**src/rtl/memory_types_pkg.sv**
```systemverilog
// Shared memory-side types: the request/response packet and the arbiter's requester IDs.
package memory_types_pkg;

   typedef struct packed {
      logic [31:0] addr;
      logic [31:0] data;
      logic        we;
   } mem_pkt_t;

   typedef enum logic {IMEM = 1'b0, DMEM = 1'b1} mem_req_id_t;

   localparam int MEM_ARB_MAX_OUTSTANDING = 4;

endpackage

```
**src/rtl/arb_tag_fifo.sv**
```systemverilog
// In-order FIFO of requester tags for accepted-but-unanswered memory requests.
module arb_tag_fifo #(
   parameter  int DEPTH = 4,
   parameter  int WIDTH = 1,
   localparam int PTR_W = $clog2(DEPTH),
   localparam int CNT_W = $clog2(DEPTH) + 1
) (
   input  logic             clk,
   input  logic             rst_n,
   input  logic             push,
   input  logic [WIDTH-1:0] push_data,
   input  logic             pop,
   output logic [WIDTH-1:0] head,
   output logic             full,
   output logic             empty,
   output logic [CNT_W-1:0] count
);

   logic [WIDTH-1:0] tags [DEPTH];
   logic [PTR_W-1:0] wr_ptr;
   logic [PTR_W-1:0] rd_ptr;
   logic             do_push;
   logic             do_pop;

   assign full    = (count == CNT_W'(DEPTH));
   assign empty   = (count == '0);
   assign do_push = push && !full;
   assign do_pop  = pop && !empty;
   assign head    = tags[rd_ptr];

   // Pointers wrap naturally because DEPTH is a power of two.
   always_ff @(posedge clk or negedge rst_n) begin
      if (!rst_n) begin
         wr_ptr <= '0;
         rd_ptr <= '0;
         count  <= '0;
      end else begin
         if (do_push) wr_ptr <= wr_ptr + 1'b1;
         if (do_pop)  rd_ptr <= rd_ptr + 1'b1;
         case ({do_push, do_pop})
            2'b10:   count <= count + 1'b1;
            2'b01:   count <= count - 1'b1;
            default: count <= count;
         endcase
      end
   end

   always_ff @(posedge clk) begin
      if (do_push) tags[wr_ptr] <= push_data;
   end

endmodule

```
**src/rtl/mem_arbiter.sv**
```systemverilog
// Round-robin arbiter sharing one memory port between instruction and data sides,
// routing in-order responses back to the requester recorded in the tag FIFO.
module mem_arbiter
   import memory_types_pkg::*;
#(
   parameter  int MAX_OUTSTANDING = MEM_ARB_MAX_OUTSTANDING,
   localparam int CNT_W = $clog2(MAX_OUTSTANDING) + 1
) (
   input  logic             clk,
   input  logic             rst_n,
   input  logic             imem_req_vld,
   output logic             imem_req_rdy,
   input  mem_pkt_t         imem_req,
   output logic             imem_rsp_vld,
   input  logic             imem_rsp_rdy,
   output mem_pkt_t         imem_rsp,
   input  logic             dmem_req_vld,
   output logic             dmem_req_rdy,
   input  mem_pkt_t         dmem_req,
   output logic             dmem_rsp_vld,
   input  logic             dmem_rsp_rdy,
   output mem_pkt_t         dmem_rsp,
   output logic             mem_req_vld,
   input  logic             mem_req_rdy,
   output mem_pkt_t         mem_req,
   input  logic             mem_rsp_vld,
   output logic             mem_rsp_rdy,
   input  mem_pkt_t         mem_rsp,
   output logic [CNT_W-1:0] outstanding,
   output logic             spurious_rsp_err
);

   mem_req_id_t last_grant;
   mem_req_id_t lock_id;
   mem_req_id_t grant;
   mem_req_id_t head_id;
   logic        lock;
   logic        full;
   logic        empty;
   logic        push;
   logic        pop;
   logic        grant_vld;
   logic        req_ok;
   logic [0:0]  head_raw;

   // A stalled downstream request keeps its grant so mem_req cannot change under it.
   always_comb begin
      grant = (last_grant == IMEM) ? DMEM : IMEM;
      if (lock)                              grant = lock_id;
      else if (imem_req_vld && !dmem_req_vld) grant = IMEM;
      else if (dmem_req_vld && !imem_req_vld) grant = DMEM;
   end

   assign grant_vld    = (grant == IMEM) ? imem_req_vld : dmem_req_vld;
   assign mem_req_vld  = rst_n && grant_vld && !full;
   assign mem_req      = (grant == IMEM) ? imem_req : dmem_req;
   assign req_ok       = rst_n && mem_req_rdy && !full;
   assign imem_req_rdy = req_ok && (grant == IMEM);
   assign dmem_req_rdy = req_ok && (grant == DMEM);
   assign push         = mem_req_vld && mem_req_rdy;

   assign head_id      = mem_req_id_t'(head_raw);
   assign imem_rsp_vld = mem_rsp_vld && !empty && (head_id == IMEM);
   assign dmem_rsp_vld = mem_rsp_vld && !empty && (head_id == DMEM);
   assign mem_rsp_rdy  = !empty && ((head_id == IMEM) ? imem_rsp_rdy : dmem_rsp_rdy);
   assign pop          = mem_rsp_vld && mem_rsp_rdy;
   assign imem_rsp     = mem_rsp;
   assign dmem_rsp     = mem_rsp;

   arb_tag_fifo #(
      .DEPTH (MAX_OUTSTANDING),
      .WIDTH (1)
   ) u_tag_fifo (
      .clk       (clk),
      .rst_n     (rst_n),
      .push      (push),
      .push_data (grant),
      .pop       (pop),
      .head      (head_raw),
      .full      (full),
      .empty     (empty),
      .count     (outstanding)
   );

   always_ff @(posedge clk or negedge rst_n) begin
      if (!rst_n) begin
         last_grant       <= DMEM;
         lock             <= 1'b0;
         lock_id          <= IMEM;
         spurious_rsp_err <= 1'b0;
      end else begin
         if (push) begin
            last_grant <= grant;
            lock       <= 1'b0;
         end else if (mem_req_vld) begin
            lock    <= 1'b1;
            lock_id <= grant;
         end
         if (mem_rsp_vld && empty) spurious_rsp_err <= 1'b1;
      end
   end

endmodule

```
**config.mk**
```make
export PLATFORM = sky130hd
export DESIGN_NAME = mem_arbiter
export DESIGN_NICKNAME = d
export VERILOG_FILES = /design/src/rtl/memory_types_pkg.sv /design/src/rtl/arb_tag_fifo.sv /design/src/rtl/mem_arbiter.sv
export SDC_FILE = /design/constraint.sdc
export NUM_CORES = 1
export LEC_CHECK = 0
export ABC_AREA = 1
export CORE_AREA = 2 2 158 160
export CTS_CLUSTER_SIZE = 8
export DETAILED_ROUTE_END_ITERATION = 16
export DIE_AREA = 0 0 160 162
export GPL_TIMING_DRIVEN = 0
export PLACE_DENSITY = 0.54
export SLEW_MARGIN = 20
export SYNTH_ARGS = -nofsm -noshare
export SYNTH_HDL_FRONTEND = slang
export SYNTH_HIERARCHICAL = 1
export SYNTH_SLANG_ARGS = --single-unit
```
**constraint.sdc**
```tcl
create_clock -name clk -period 5.2 [get_ports clk]
set_input_delay 1.04 -clock clk [delete_from_list [all_inputs] [get_ports clk]]
set_output_delay 1.04 -clock clk [all_outputs]
set_load 0.01 [all_outputs]
```
After elaboration in Yosys (flattened, before gate mapping) --
Memory sizes are Yosys's and may differ from the RTL's. Index checks and enable logic that the tools add are counted.
Operators by class: divide/modulo/power cells 0, add/subtract/negate cells 4, eq/ne operators 3, multiply operators 0, bitwise operators 3, shift-type cells 0, reduce and logical (&&, ||, !) cells 25, magnitude comparators 0, mux-type cells 12
Operators with widths (number):
- two-way mux 65 bit | 1
- logical AND 1 bit | 17
- two-way mux 1 bit | 10
- one-hot mux 3 bit (2 select lines) | 1
- adder 2 x 1 -> 2 bit (second input constant) | 2
- zero test 1 bit | 4
- nonzero test 2 bit | 2
- adder 3 x 1 -> 3 bit (second input constant) | 1
- == test 3 bit (second input constant) | 1
- zero test 3 bit | 1
- inverter 1 bit | 3
- subtractor 3 x 1 -> 3 bit (second input constant) | 1
- == test 2 x 1 -> 1 bit (second input constant) | 1
- == test 2 bit (second input constant) | 1
- AND reduction 2 bit | 1
Storage, ports and cells: bits in latches 0, memories kept 1, logic and storage cells 55, output and inout bits 205, bits in writable memories 4, flip-flop bits (word level) 11, ROM bits 0
Memories:
- u_tag_fifo.tags | depth 4, bits a word 1, read ports 1, clocked after memory_dff 0, wr ports 1, RTL line arb_tag_fifo.sv:19 | logic [WIDTH-1:0] tags [DEPTH];

Longest topological paths before layout --
depth in word-level cells 12, gate-level depth with buffers 17, gate-level depth less buffers 17

Modules after synthesis --
Netlist, hierarchy kept.
By module, submodules not included:
- mem_arbiter | area each 2095.8 um^2, times used 1, sequential area each 101.3 um^2, cells each 383
- arb_tag_fifo | area each 630.6 um^2, times used 1, sequential area each 295.3 um^2, cells each 73

Worst setup path before layout --
OpenSTA, ideal clock, no wires.
path kind in2out, from input dmem_req_vld, to output mem_req[15] in the netlist's numbering, arrival 1.817 ns, cell stages on the path 9, buffers on the path 2, path slack 2.343 ns, cells stage by stage inv_1 a21oi_2 nand2_2 nand2_4 inv_2 buf_4 buf_6 nand2_1 nand2_1
RTL lines:
- start: declaration | RTL line mem_arbiter.sv:17 | input logic dmem_req_vld,
- end: declaration | RTL line mem_arbiter.sv:25 | output mem_pkt_t mem_req,

==> metrics.cfg <==
[cells_and_area]
finish.utilization_pct=27.5
area_growth_pct=143
layoutNonFillerInstCount=1126
nFillCells=2706
final_nets=1012
n_antenna_cell=0
drive_above_1_share_pct=19.6

[worst_setup_path]
crit_type=in2out
critPathBufInv=4
crit_fanout=10
start_kind=primary input
endpoint_kind=output port
r2r_cells=16
max_stage_delay_ns=0.54
crit_chain=clkdlybuf4s50_1 > inv_1 > a21oi_2 > nand2_2 > nand2_4 > clkbuf_1 > nand2_1 > nand2_1 > clkdlybuf4s50_1
cp.required_ns=4.16
crit_arrival_ns=3.14
reg2reg_from=u_tag_fifo/rd_ptr[0]$_DFFE_PN0P_
r2r-end=u_tag_fifo/count[2]$_DFFE_PN0P_
r2r_slack_ns=2.68
crit_family=buffers and inverters
crit_path_top_delay_cell=clkdlybuf4s50_1

[logic_synthesis]
ys.flop_type=dfrtp_1
yosys.area.top_type_share_pct=36.6
synthTopCellsByArea=buf_4 37%, nand2_1 31%, dfrtp_1 9.2%
async_flop_share_pct=73.3
ys_ff_latch=15
yosysTopAreaCell=buf_4
synth-seq-area-share_pct=14.5
yosysMostFrequentCell=nand2_1
syn_avg_cell_area_um2=5.98
ys_types=27
synth_common_cells=225 x nand2_1, 133 x buf_4, 23 x inv_1
synth-edff-count=4
syn_inst=456
yosysWarnings=6
synth_fp_nets=665
syn-cell-area_um2=2730

[detailed_routing]
via_per_inst=3.25
wl_met2_um=7240
drt-total-wl_um=13700
postRouteAntennaNets=0
via_count=3664
routedLengthMet1_um=5270
highest_layer=met4
dr_wl_met3_um=1120
post_drt_wl_per_cell_um=12.1
drt_iter0_drc=118
first_pass_iters=4
drc=0

[floorplanning]
rows=57
die_h_um=162
core-area_um2=24100
die_area_um2=25900
start_util_pct=11.3
pin_count=408
die_x_um=160

[sta]
finClkSkew_ns=0.00808
slew_headroom_pct=61.8
hold_violations=0
final_max_slew_viol_count=0
final.setup.tns_ns=0
period_needed_ns=4.18
finalCritPeriodShare_pct=80.4
postLayoutSetupSlackWorst_ns=1.02
grt_setup_unrepaired=false
max_freq_mhz=239
finalSetupViolCount=0
tightestPinTransition_ns=0.572

[worst_hold_path]
holdCritStartpoint=spurious_rsp_err$_DFFE_PN0P_
hp-class=reg2reg
min_path_cells=1
holdPathEnd=spurious_rsp_err$_DFFE_PN0P_

[clock_network]
clock_latency_ns=0.25
cts_buffer_depth=2
cts_tree=done
cts_max_level=1
cts_hold_buf=0
cts.sinks=15
cts-root-buf=clkbuf_16
cts-resized-gates=0
clk_pin_slew_worst_paths_ns=0.05
cts_buffers=3
post-cts-setup-buffer-count=0

[grt]
grt_pass1_vias=3756
grt_antenna_before_repair=0
gr-total-overflow=0
grt_pass1_wl_um=20100
grt_max_degree=14
gr-usage-all-layers_pct=9.63

[pwr]
p_leak_nw=3.13
power_density_nw_per_um2=342
total_power_mw=2.27
ir_drop_uv=214

[placement]
place_ws_ns=0.961
hpwl_um=12200
dp.cells=1122
gp_congestion=0.739
io_buffers=342

[status]
outcome=completed

[job]
cap_violations=0

==> cell families (layout without fill, tap and decap cells) <==
family / Yosys count / after routing / synth area share (%)
compound gates: 6 / 6 / 1.51
xor+xnor: 1 / 1 / 0.321
flops: 15 / 15 / 14.5
buf+inv: 171 / 517 / 43.1
simple gates: 257 / 257 / 37.4
fa+ha+maj: 6 / 6 / 3.03
==> cell usage in the layout (no fill, tap or decap) <==
cell type / instances
o21ai_0: 1
a21oi_2: 1
buf_2: 4
inv_2: 4
a21oi_1: 1
buf_4: 133
o211ai_1: 2
nand3_2: 2
edfxtp_1: 4
clkinvlp_4: 1
nor4_1: 1
dfrtp_1: 10
nand2_1: 225
nand4_1: 3
nor3_1: 3
nand2_4: 2
nor2_1: 11
nand2_2: 1
buf_6: 4
nand3_1: 8
inv_1: 23
clkbuf_16: 3
dfstp_2: 1
nor2_2: 1
ha_1: 5
clkdlybuf4s50_1: 342
xnor2_1: 1
a21o_1: 1
clkbuf_1: 3
fa_1: 1
==> state kept, by name, indices dropped and copies added, names as in the netlist <==
| signal | cells |
|---|---|
| lock | 1 |
| last_grant | 1 |
| u_tag_fifo/count | 3 |
| u_tag_fifo/rd_ptr | 2 |
| u_tag_fifo/wr_ptr | 2 |
| u_tag_fifo/tags | 4 |
| lock_id | 1 |
| spurious_rsp_err | 1 |
==> worst register-to-register path, stage by stage (launching register included) <==
cell and delay, ns:
dfrtp_1 0.38, inv_1 0.14, nand2_1 0.07, o211ai_1 0.08, nand2_1 0.12, inv_1 0.09, nor2_1 0.05, nor4_1 0.33
nand2_1 0.17, inv_1 0.09, ha_1 0.16, inv_1 0.07, fa_1 0.38, nand2_1 0.10, nand3_1 0.08, nand2_1 0.06
nand2_1 0.05
==> through the flow <==
stage	area (um2)	hold WS, ns
final	6640	0.455
after global routing	6640	0.476
after CTS	6640	0.459
after detailed placement	6560	0.448
after global placement	6560	0.450
after floorplan	2730	0.448
==> power by group <==
group | internal [mW] | switching, mW | total [mW]
registers | 0.170 | 0.0359 | 0.206
clock network | 0.104 | 0.0517 | 0.155
logic | 0.974 | 0.934 | 1.91
total | 1.25 | 1.02 | 2.27
==> area by class of cell <==
class	instances	area, um2	share of cell area [%]
Clock buffer	3	75.1	1.13
Multi-Input combinational cell	270	1150	17.4
Timing Repair Buffer	342	3420	51.6
Tap cell	324	405	6.11
Inverter	27	101	1.53
Buffer	144	1070	16.2
Clock inverter	1	7.51	0.113
Sequential cell	15	397	5.98
==> layer usage <==
layer  track usage [%]  up-vias
li1                  -     1927
met1              10.8     1551
met2              18.9      182
met3              2.71        4
met4             0.410        0
met5                 0        -
==> worst max-delay path by stage <==
| stage | from | to | slack [ns] | cells after the start |
|---|---|---|---|---|
| floorplan | dmem_req_vld | mem_req[15] | 2.34 | 9 |
| global placement | dmem_req_vld | mem_req[50] | 1.00 | 10 |
| detailed placement | dmem_req_vld | mem_req[43] | 0.96 | 9 |
| CTS | dmem_req_vld | mem_req[43] | 0.96 | 9 |
| global route | dmem_req_vld | mem_req[45] | 0.82 | 9 |
| finish | dmem_req_vld | mem_req[45] | 1.02 | 9 |
No activity file was read; power rests on OpenSTA's default activity.
